File: src/rtl/ovl_pkg.sv
// Shared types and helpers for the cross-hair overlay cursor controller.
package ovl_pkg;

  typedef logic [9:0] coord_t;
  typedef logic [1:0] color_idx_t;

  typedef enum logic [1:0] {
    IDLE   = 2'd0,
    DELAY  = 2'd1,
    REPEAT = 2'd2
  } state_t;

  localparam int H_RES_DEF   = 640;
  localparam int V_RES_DEF   = 480;
  localparam int LINE_TH_DEF = 2;

  // Move one coordinate by dir*step in 12-bit signed space and saturate to [lo, hi].
  function automatic coord_t step_clamp(coord_t pos, logic signed [1:0] dir,
                                        int step, int lo, int hi);
    logic signed [11:0] sum;
    logic signed [11:0] delta;
    logic signed [11:0] loS;
    logic signed [11:0] hiS;
    loS = 12'(lo);
    hiS = 12'(hi);
    if (dir == 2'sb01) begin
      delta = 12'(step);
    end else if (dir == 2'sb11) begin
      delta = -12'(step);
    end else begin
      delta = '0;
    end
    sum = $signed({2'b00, pos}) + delta;
    if (sum < loS) begin
      return coord_t'(loS);
    end else if (sum > hiS) begin
      return coord_t'(hiS);
    end
    return coord_t'(sum);
  endfunction

endpackage

File: src/rtl/ovl_btn_sync.sv
// Two-flop synchroniser for one raw button level, plus a rising-edge detector
// on the synchronised level.
module ovl_btn_sync
  import ovl_pkg::*;
(
  input  logic clk,
  input  logic rst_n,
  input  logic btn_i,
  output logic level_o,
  output logic rise_o
);

  logic meta_q;
  logic sync_q;
  logic prev_q;

  // Metastability chain followed by a one-cycle history flop for edge detection.
  always_ff @(posedge clk or negedge rst_n) begin
    if (!rst_n) begin
      meta_q <= 1'b0;
      sync_q <= 1'b0;
      prev_q <= 1'b0;
    end else begin
      meta_q <= btn_i;
      sync_q <= meta_q;
      prev_q <= sync_q;
    end
  end

  assign level_o = sync_q;
  assign rise_o  = sync_q & ~prev_q;

endmodule

File: src/rtl/overlay_cursor_ctrl.sv
// Cross-hair cursor controller: buttons -> working position/enable/colour,
// published to the overlay only on frame_start so nothing tears mid-frame.
// Optional build macro OVL_SNAP_CENTER_EN: holding up+down for a full repeat
// delay snaps the cursor back to the screen centre.
module overlay_cursor_ctrl
  import ovl_pkg::*;
#(
  parameter int H_RES      = H_RES_DEF,
  parameter int V_RES      = V_RES_DEF,
  parameter int LINE_TH    = LINE_TH_DEF,
  parameter int STEP       = 4,
  parameter int REPEAT_DLY = 25_000_000,
  parameter int REPEAT_PER = 5_000_000
) (
  input  logic       clk,
  input  logic       rst_n,
  input  logic       btn_up,
  input  logic       btn_down,
  input  logic       btn_left,
  input  logic       btn_right,
  input  logic       btn_mode,
  input  logic       frame_start,
  output logic [9:0] center_x,
  output logic [9:0] center_y,
  output logic       overlay_en,
  output logic [1:0] color_idx,
  output logic       pending
);

  localparam int               CNT_W    = $clog2(REPEAT_DLY + 1);
  localparam logic [CNT_W-1:0] DLY_LAST = CNT_W'(REPEAT_DLY - 1);
  localparam logic [CNT_W-1:0] PER_LAST = CNT_W'(REPEAT_PER - 1);
  localparam coord_t           X_MID    = coord_t'(H_RES / 2);
  localparam coord_t           Y_MID    = coord_t'(V_RES / 2);
  localparam int               X_MAX    = H_RES - 1 - LINE_TH;
  localparam int               Y_MAX    = V_RES - 1 - LINE_TH;

  logic rstMeta_q;
  logic rstSync_q;
  logic rstInt_n;

  // Assert asynchronously, release two clocks after rst_n rises.
  always_ff @(posedge clk or negedge rst_n) begin
    if (!rst_n) begin
      rstMeta_q <= 1'b0;
      rstSync_q <= 1'b0;
    end else begin
      rstMeta_q <= 1'b1;
      rstSync_q <= rstMeta_q;
    end
  end

  assign rstInt_n = rstSync_q;

  logic       upLvl, downLvl, leftLvl, rightLvl;
  logic       modeRise;
  logic [3:0] unusedDirRise;
  logic       unusedModeLvl;

  ovl_btn_sync u_sync_up (
    .clk(clk), .rst_n(rstInt_n), .btn_i(btn_up),
    .level_o(upLvl), .rise_o(unusedDirRise[0])
  );
  ovl_btn_sync u_sync_down (
    .clk(clk), .rst_n(rstInt_n), .btn_i(btn_down),
    .level_o(downLvl), .rise_o(unusedDirRise[1])
  );
  ovl_btn_sync u_sync_left (
    .clk(clk), .rst_n(rstInt_n), .btn_i(btn_left),
    .level_o(leftLvl), .rise_o(unusedDirRise[2])
  );
  ovl_btn_sync u_sync_right (
    .clk(clk), .rst_n(rstInt_n), .btn_i(btn_right),
    .level_o(rightLvl), .rise_o(unusedDirRise[3])
  );
  ovl_btn_sync u_sync_mode (
    .clk(clk), .rst_n(rstInt_n), .btn_i(btn_mode),
    .level_o(unusedModeLvl), .rise_o(modeRise)
  );

  logic signed [1:0] dx, dy;
  logic              anyDir;
  logic              upDown;
  logic              moveActive;

  assign dx = (rightLvl & ~leftLvl) ? 2'sb01 : (leftLvl & ~rightLvl) ? 2'sb11 : 2'sb00;
  assign dy = (downLvl & ~upLvl)    ? 2'sb01 : (upLvl & ~downLvl)    ? 2'sb11 : 2'sb00;
  assign anyDir = upLvl | downLvl | leftLvl | rightLvl;
  assign upDown = upLvl & downLvl;
`ifdef OVL_SNAP_CENTER_EN
  assign moveActive = (dx != 2'sb00) || (dy != 2'sb00) || upDown;
`else
  assign moveActive = (dx != 2'sb00) || (dy != 2'sb00);
`endif

  state_t           state_q, state_d;
  logic [CNT_W-1:0] cnt_q, cnt_d;
  logic             doStep;
  logic             doSnap;
`ifdef OVL_SNAP_CENTER_EN
  logic             udFull_q, udFull_d;
  logic             snapHold_q, snapHold_d;
`endif

  // Hold-timing state register.
  always_ff @(posedge clk or negedge rstInt_n) begin
    if (!rstInt_n) begin
      state_q    <= IDLE;
      cnt_q      <= '0;
`ifdef OVL_SNAP_CENTER_EN
      udFull_q   <= 1'b0;
      snapHold_q <= 1'b0;
`endif
    end else begin
      state_q    <= state_d;
      cnt_q      <= cnt_d;
`ifdef OVL_SNAP_CENTER_EN
      udFull_q   <= udFull_d;
      snapHold_q <= snapHold_d;
`endif
    end
  end

  // Immediate step on press, then one step after the delay and every period after that.
  always_comb begin
    state_d = state_q;
    cnt_d   = cnt_q;
    doStep  = 1'b0;
    doSnap  = 1'b0;
`ifdef OVL_SNAP_CENTER_EN
    udFull_d   = udFull_q;
    snapHold_d = snapHold_q;
`endif
    unique case (state_q)
      IDLE: begin
        if (moveActive) begin
          doStep  = 1'b1;
          cnt_d   = '0;
          state_d = DELAY;
`ifdef OVL_SNAP_CENTER_EN
          udFull_d   = upDown;
          snapHold_d = 1'b0;
`endif
        end
      end
      DELAY: begin
        if (!moveActive) begin
          state_d = IDLE;
          cnt_d   = '0;
        end else if (cnt_q == DLY_LAST) begin
          doStep  = 1'b1;
          cnt_d   = '0;
          state_d = REPEAT;
        end else begin
          cnt_d = cnt_q + CNT_W'(1);
        end
`ifdef OVL_SNAP_CENTER_EN
        if (!upDown) begin
          udFull_d = 1'b0;
        end
        if (snapHold_q) begin
          doStep  = 1'b0;
          cnt_d   = '0;
          state_d = upDown ? DELAY : IDLE;
          if (!upDown) begin
            snapHold_d = 1'b0;
          end
        end else if (moveActive && cnt_q == DLY_LAST && udFull_q && upDown) begin
          doStep     = 1'b0;
          doSnap     = 1'b1;
          snapHold_d = 1'b1;
          state_d    = DELAY;
        end
`endif
      end
      REPEAT: begin
        if (!moveActive) begin
          state_d = IDLE;
          cnt_d   = '0;
        end else if (cnt_q == PER_LAST) begin
          doStep = 1'b1;
          cnt_d  = '0;
        end else begin
          cnt_d = cnt_q + CNT_W'(1);
        end
      end
      default: begin
        state_d = IDLE;
        cnt_d   = '0;
      end
    endcase
  end

  coord_t     workX_q, workX_d, workY_q, workY_d;
  logic       workEn_q, workEn_d;
  color_idx_t workCol_q, workCol_d;
  coord_t     pubX_q, pubX_d, pubY_q, pubY_d;
  logic       pubEn_q, pubEn_d;
  color_idx_t pubCol_q, pubCol_d;

  // Working-state updates from steps and mode presses, and shadow load on frame_start.
  always_comb begin
    workX_d   = workX_q;
    workY_d   = workY_q;
    workEn_d  = workEn_q;
    workCol_d = workCol_q;
    if (doStep) begin
      workX_d = step_clamp(workX_q, dx, STEP, LINE_TH, X_MAX);
      workY_d = step_clamp(workY_q, dy, STEP, LINE_TH, Y_MAX);
    end
    if (doSnap) begin
      workX_d = X_MID;
      workY_d = Y_MID;
    end
    if (modeRise) begin
      workEn_d = ~workEn_q;
      if (!anyDir) begin
        workCol_d = workCol_q + color_idx_t'(1);
      end
    end
    pubX_d   = frame_start ? workX_d   : pubX_q;
    pubY_d   = frame_start ? workY_d   : pubY_q;
    pubEn_d  = frame_start ? workEn_d  : pubEn_q;
    pubCol_d = frame_start ? workCol_d : pubCol_q;
  end

  // Working and published registers.
  always_ff @(posedge clk or negedge rstInt_n) begin
    if (!rstInt_n) begin
      workX_q   <= X_MID;
      workY_q   <= Y_MID;
      workEn_q  <= 1'b1;
      workCol_q <= '0;
      pubX_q    <= X_MID;
      pubY_q    <= Y_MID;
      pubEn_q   <= 1'b1;
      pubCol_q  <= '0;
    end else begin
      workX_q   <= workX_d;
      workY_q   <= workY_d;
      workEn_q  <= workEn_d;
      workCol_q <= workCol_d;
      pubX_q    <= pubX_d;
      pubY_q    <= pubY_d;
      pubEn_q   <= pubEn_d;
      pubCol_q  <= pubCol_d;
    end
  end

  assign center_x   = pubX_q;
  assign center_y   = pubY_q;
  assign overlay_en = pubEn_q;
  assign color_idx  = pubCol_q;
  assign pending    = (workX_q != pubX_q) || (workY_q != pubY_q) ||
                      (workEn_q != pubEn_q) || (workCol_q != pubCol_q);

endmodule

File: config.mk
export PLATFORM = sky130hd
export DESIGN_NAME = overlay_cursor_ctrl
export DESIGN_NICKNAME = d
export VERILOG_FILES = /design/src/rtl/ovl_pkg.sv /design/src/rtl/ovl_btn_sync.sv /design/src/rtl/overlay_cursor_ctrl.sv
export SDC_FILE = /design/constraint.sdc
export NUM_CORES = 1
export LEC_CHECK = 0
export CAP_MARGIN = 20
export CORE_UTILIZATION = 30
export DETAILED_ROUTE_END_ITERATION = 10
export GPL_ROUTABILITY_DRIVEN = 1
export GPL_TIMING_DRIVEN = 0
export PLACE_DENSITY = 0.43
export REMOVE_ABC_BUFFERS = 1
export SYNTH_ARGS = -nofsm -noshare
export SYNTH_HDL_FRONTEND = slang
export SYNTH_HIERARCHICAL = 1
export SYNTH_SLANG_ARGS = --single-unit
File: constraint.sdc
create_clock -name clk -period 4 [get_ports clk]
set_clock_uncertainty 0.2 [all_clocks]
set_input_delay 0.8 -clock clk [delete_from_list [all_inputs] [get_ports clk]]
set_output_delay 0.8 -clock clk [all_outputs]
set_load 0.01 [all_outputs]
==> impl_metrics.env, run 1 <==
export IMPL_netlist_area_um2=5330
export IMPL_layout_drive_gt1_share_pct=13.5
export IMPL_clk_latency_ns=0.35
export IMPL_met3_usage_pct=2.43
export IMPL_final_cell_mix="dfrtp_1, nand2_1, nor2_1, clkdlybuf4s50_1, o21ai_0"
export IMPL_grtUsageTotal_pct=15.3
export IMPL_hold_violations=0
export IMPL_seqCellArea_um2=2170
export IMPL_nets=604
export IMPL_die_area_um2=18300
export IMPL_p_clk_share_pct=20.5
export IMPL_cts_hold_buf=0
export IMPL_cts_root_buf="clkbuf_16"
export IMPL_outcome="finished, final reports clean"
export IMPL_crit_arrival_ns=3.86
export IMPL_post_drt_wl_per_cell_um=16.2
export IMPL_n_antenna_cell=0
export IMPL_swShare_pct=40.8
export IMPL_drtIter0Drc=277
export IMPL_whs_ns=0.129
export IMPL_io_buffers=31
export IMPL_hold_class="flop to async pin"
export IMPL_clk_pin_slew_ns=0.07
export IMPL_routed_wl_mm=13.2
export IMPL_place_area_um2=5850
export IMPL_required_ns=4.09
export IMPL_fin_setup_tns_ns=0
export IMPL_worst_ir_drop_vdd_uv=244
export IMPL_clkSinkCount=86
export IMPL_postLayoutCellArea_um2=6250
export IMPL_die_h_um=135
export IMPL_setup_viol=0
export IMPL_min_period_ns=3.78
export IMPL_final_common_cell="dfrtp_1"
export IMPL_via_count=4265
export IMPL_core_area_um2=17300
export IMPL_cp_start_kind="flop"
export IMPL_dieWidth_um=135
export IMPL_first_global_vias=4105
export IMPL_power_density_nw_per_um2=641
export IMPL_drt_pass1_iter_count=6
export IMPL_syn_inst=564
export IMPL_fmax_ghz=0.265
export IMPL_cts_tree="built"
export IMPL_finish_utilization_pct=36.1
export IMPL_slew_violations=0
export IMPL_hpwl_mm=9.17
export IMPL_avgSynthCellArea_um2=9.45
export IMPL_antenna_left=0
export IMPL_endpoint_kind="flop"
export IMPL_numCtsBuffers=9
export IMPL_rows=48
export IMPL_maxCapViolations=0
export IMPL_area_growth_pct=17.2
export IMPL_p_int_uw=2370
export IMPL_worst_slew_pin_slew_ns=1.01
export IMPL_ios=32
export IMPL_clock_path_buffers=2
export IMPL_regToRegSetupSlack_ns=0.22
export IMPL_yosysWarnings=6
export IMPL_grtUsageMet2_pct=24.5
export IMPL_switchingPower_uw=1630
export IMPL_viasPerCell=5.27
export IMPL_min_period_over_period_pct=94.4
export IMPL_grt_max_degree=47
export IMPL_relSlewSlack_pct=32.8
export IMPL_r2r_start="u_sync_left/level_o"
export IMPL_critPathMaxFanout=6
export IMPL_r2r_end="center_x[7]"
export IMPL_fillers=1791
export IMPL_pwr_share_seq_pct=36.6
export IMPL_globalplace_congestion=0.791
export IMPL_drc_errors=0
export IMPL_grt_overflow=0
export IMPL_path_class="flop to flop"
export IMPL_use_met1_pct=20.6
export IMPL_busiest_layer="met2"
export IMPL_cts_max_level=3
export IMPL_start_util_pct=30.8
export IMPL_multi_input_area_um2=3060
export IMPL_combinationalPowerShare_pct=42.9
export IMPL_antenna_found_initial=0
export IMPL_reg2reg_depth=15
export IMPL_leakagePower_uw=0.00240
export IMPL_grt_pass1_wl_mm=21.7
[critical path: stages (launching register included)]
cell,delay (ns)
dfrtp_1,0.45
ha_1,0.32
inv_1,0.08
ha_1,0.28
ha_1,0.24
nand4bb_1,0.11
nand4_1,0.10
buf_4,0.17
a311oi_2,0.39
nor2b_2,0.26
a31o_1,0.24
nor4_4,0.05
buf_4,0.17
buf_4,0.14
o41ai_2,0.32
mux2_2,0.21
[power groups by stage]
stage	logic [uW]	clock network, uW	registers, uW
floorplan	1070	0	1450
global placement	1610	0	1490
detailed placement	1660	0	1490
CTS	1690	857	1480
global route	1890	886	1520
finish	1720	819	1470
[metal layers]
| layer | up-vias | part of all wire, % | routed length, um |
|---|---|---|---|
| met1 | 2082 | 48 | 6320 |
| met5 | - | 0 | 0 |
| met2 | 59 | 47 | 6220 |
| met4 | 0 | 1.6 | 215 |
| li1 | 2110 | - | - |
| met3 | 14 | 3.0 | 398 |
[worst max-delay path by stage]
stage | startpoint | end | slack [ns] | cells past startpoint
CTS | u_sync_left/level_o | center_x[1] | -0.06 | 12
global route | u_sync_left/level_o | center_x[7] | -0.02 | 15
global placement | u_sync_down/level_o | center_y[2] | -0.53 | 11
detailed placement | u_sync_right/level_o | center_x[1] | -0.39 | 12
finish | u_sync_left/level_o | center_x[7] | 0.22 | 15
floorplan | u_sync_down/level_o | center_y[2] | 0.34 | 11
[flip-flops by register name (all words and copies together) (netlist names), 2 cells and up]
signal,flops
cnt_q,25
state_q,2
center_x,10
workY_q,10
workCol_q,2
workX_q,10
color_idx,2
center_y,10
[area by class of cell]
| cell class | instances | share of cell area, % |
|---|---|---|
| Clock inverter | 6 | 0.841 |
| Multi-Input combinational cell | 429 | 49.1 |
| Tap cell | 225 | 4.51 |
| Clock buffer | 10 | 3.67 |
| Timing Repair Buffer | 38 | 6.17 |
| Sequential cell | 86 | 34.8 |
| Inverter | 16 | 0.962 |
[per-stage QoR]
step           power, uW  worst slack, ns  cells
3_5_place_dp        3150           -0.395    790
6_report            4000            0.223    810
4_1_cts             4020          -0.0568    806
5_1_grt             4300          -0.0159    810
3_3_place_gp        3100           -0.533    787
2_1_floorplan       2520            0.339    531
[what timing repair did]
item / 4_1_cts / 5_1_grt
buffers inserted: 0 / 4
resized for setup: 6 / 10
pin swaps: 1 / 2
setup endpoints to repair: 29 / 26
Note: power is estimated with default switching activity, not from simulation.
==> run 2: changes to the inputs <==
- SLEW_MARGIN: default -> 20
==> run 2 against run 1 <==
  * Sequential share of layout area hardly changed
  * Clock power shrank 2.6%
  * Combinational power about the same
  * Die area stayed put
  * Largest cell class unchanged
==> impl_metrics.env, run 2 (synthesis gave the netlist of run 1 again) <==
export IMPL_cts_tree="built"
export IMPL_rsz0062_at_grt="no"
export IMPL_route_top_layer_used="met4"
export IMPL_via_count=4311
export IMPL_die_h_um=135
export IMPL_antenna_left=0
export IMPL_leakagePower_uw=0.00241
export IMPL_final_cell_mix="dfrtp_1, nand2_1, nor2_1, clkdlybuf4s50_1, o21ai_0"
export IMPL_fmax_ghz=0.262
export IMPL_hpwl_mm=9.21
export IMPL_hold_class="flop to async pin"
export IMPL_endpoint_kind="flop"
export IMPL_cp_start_kind="flop"
export IMPL_worst_slew_pin_slew_ns=0.766
export IMPL_finish_utilization_pct=36.2
export IMPL_area_growth_pct=17.4
export IMPL_first_global_vias=4041
export IMPL_regToRegSetupSlack_ns=0.19
export IMPL_min_period_ns=3.81
export IMPL_dr_wl_met3_um=328
export IMPL_swShare_pct=40.8
export IMPL_p_clk_share_pct=20.0
export IMPL_globalplace_congestion=0.791
export IMPL_combinationalPowerShare_pct=43.2
export IMPL_drtIter0Drc=284
export IMPL_clock_path_buffers=2
export IMPL_maxCapViolations=0
export IMPL_n_antenna_cell=0
export IMPL_min_period_over_period_pct=95.2
export IMPL_hold_violations=0
export IMPL_clk_pin_slew_ns=0.07
export IMPL_routed_wl_mm=13.3
export IMPL_outcome="finished, final reports clean"
export IMPL_worst_ir_drop_vdd_uv=325
export IMPL_drt_pass1_iter_count=5
export IMPL_cts_root_buf="clkbuf_16"
export IMPL_grtUsageTotal_pct=15.1
export IMPL_whs_ns=0.128
export IMPL_cts_max_level=3
export IMPL_numCtsBuffers=9
export IMPL_required_ns=4.00
export IMPL_largest_register="cnt_q"
export IMPL_cts_hold_buf=0
export IMPL_path_class="flop to flop"
export IMPL_post_place_ws_ns=-0.323
export IMPL_largest_reg_flops=25
export IMPL_ios=32
export IMPL_layout_drive_gt1_share_pct=13.7
export IMPL_p_int_uw=2370
export IMPL_clk_latency_ns=0.35
export IMPL_fillers=1786
export IMPL_core_area_um2=17300
export IMPL_io_buffers=31
export IMPL_clkSinkCount=86
export IMPL_grt_pass1_wl_mm=21.4
export IMPL_drc_errors=0
export IMPL_die_area_um2=18300
export IMPL_nets=605
export IMPL_viasPerCell=5.32
export IMPL_switchingPower_uw=1630
export IMPL_post_drt_wl_per_cell_um=16.4
export IMPL_setup_viol=0
export IMPL_worst_slack_ns=0.190
export IMPL_start_util_pct=30.8
export IMPL_rows=48
export IMPL_wl_met1_mm=6.41
export IMPL_wl_met2_mm=6.28
export IMPL_grt_max_degree=47
export IMPL_crit_arrival_ns=3.81
export IMPL_fin_setup_tns_ns=0
export IMPL_slew_violations=0
export IMPL_grt_overflow=0
export IMPL_antenna_found_initial=0
export IMPL_dieWidth_um=135
export IMPL_critPathMaxFanout=12
export IMPL_total_power_uw=4000
export IMPL_relSlewSlack_pct=48.5
export IMPL_pwr_share_seq_pct=36.8
export IMPL_final_common_cell="dfrtp_1"
export IMPL_power_density_nw_per_um2=639
==> run 2: cell count changes in the layout (fill, tap and decap cells not counted), sizes merged <==
cell,change
inv,-2
clkinv,+2
buf,+1
==> run 2: stage by stage <==
step | instances | cell area [um^2]
2_1_floorplan | 531 | 5190
5_1_grt | 811 | 6250
3_3_place_gp | 787 | 5780
6_report | 811 | 6250
4_1_cts | 807 | 6150
3_5_place_dp | 791 | 5870
==> run 2: area by class of cell <==
cell class                 count  area, um^2  share of cell area, %
inverter                      16        60.1                  0.960
sequential                    86        2170                   34.7
tap                          225         282                   4.50
clock buffer                  10         229                   3.66
multi-input combinational    429        3060                   48.9
clock inverter                 6        46.3                  0.740
timing repair buffer          39         405                   6.48
==> run 2: power by group through the flow <==
stage / Clock [uW] / Combinational (uW) / Sequential (uW)
floorplan: 0 / 1070 / 1450
global placement: 0 / 1610 / 1490
detailed placement: 0 / 1670 / 1490
CTS: 833 / 1680 / 1470
global route: 868 / 1900 / 1520
finish: 798 / 1730 / 1470
==> run 2: what timing repair did <==
| item | in CTS | in global routing |
|---|---|---|
| pin swaps | 0 | 3 |
| resized for setup | 2 | 12 |
| setup endpoints to repair | 30 | 31 |
| buffers inserted | 0 | 4 |
==> run 2: routing by layer <==
metal	GRT usage [%]	vias up
met3	2.43	17
met5	0	-
met2	23.4	69
li1	-	2117
met1	20.8	2108
met4	6.49	0
==> run 2: final timing paths <==
check | start | endpoint | cells past startpoint
min in group clk | rstMeta_q | rstInt_n | 0
max in group asynchronous | rstInt_n | workEn_q | 1
setup / recovery | u_sync_up/level_o | center_y[3] | 11
hold reg to reg | rstInt_n | center_x[5] | 0
setup reg to reg | u_sync_up/level_o | center_y[3] | 11
hold / removal | rstInt_n | center_x[5] | 0
==> run 2: worst max-delay path, stage by stage, from the launching register on <==
cell	delay, ns
dfrtp_1	0.42
inv_1	0.06
ha_1	0.38
ha_1	0.27
ha_1	0.24
nand4bb_1	0.11
nand4_1	0.23
a31o_1	0.30
a2111oi_0	0.51
o32ai_2	0.26
o21ai_4	0.50
a41oi_2	0.18
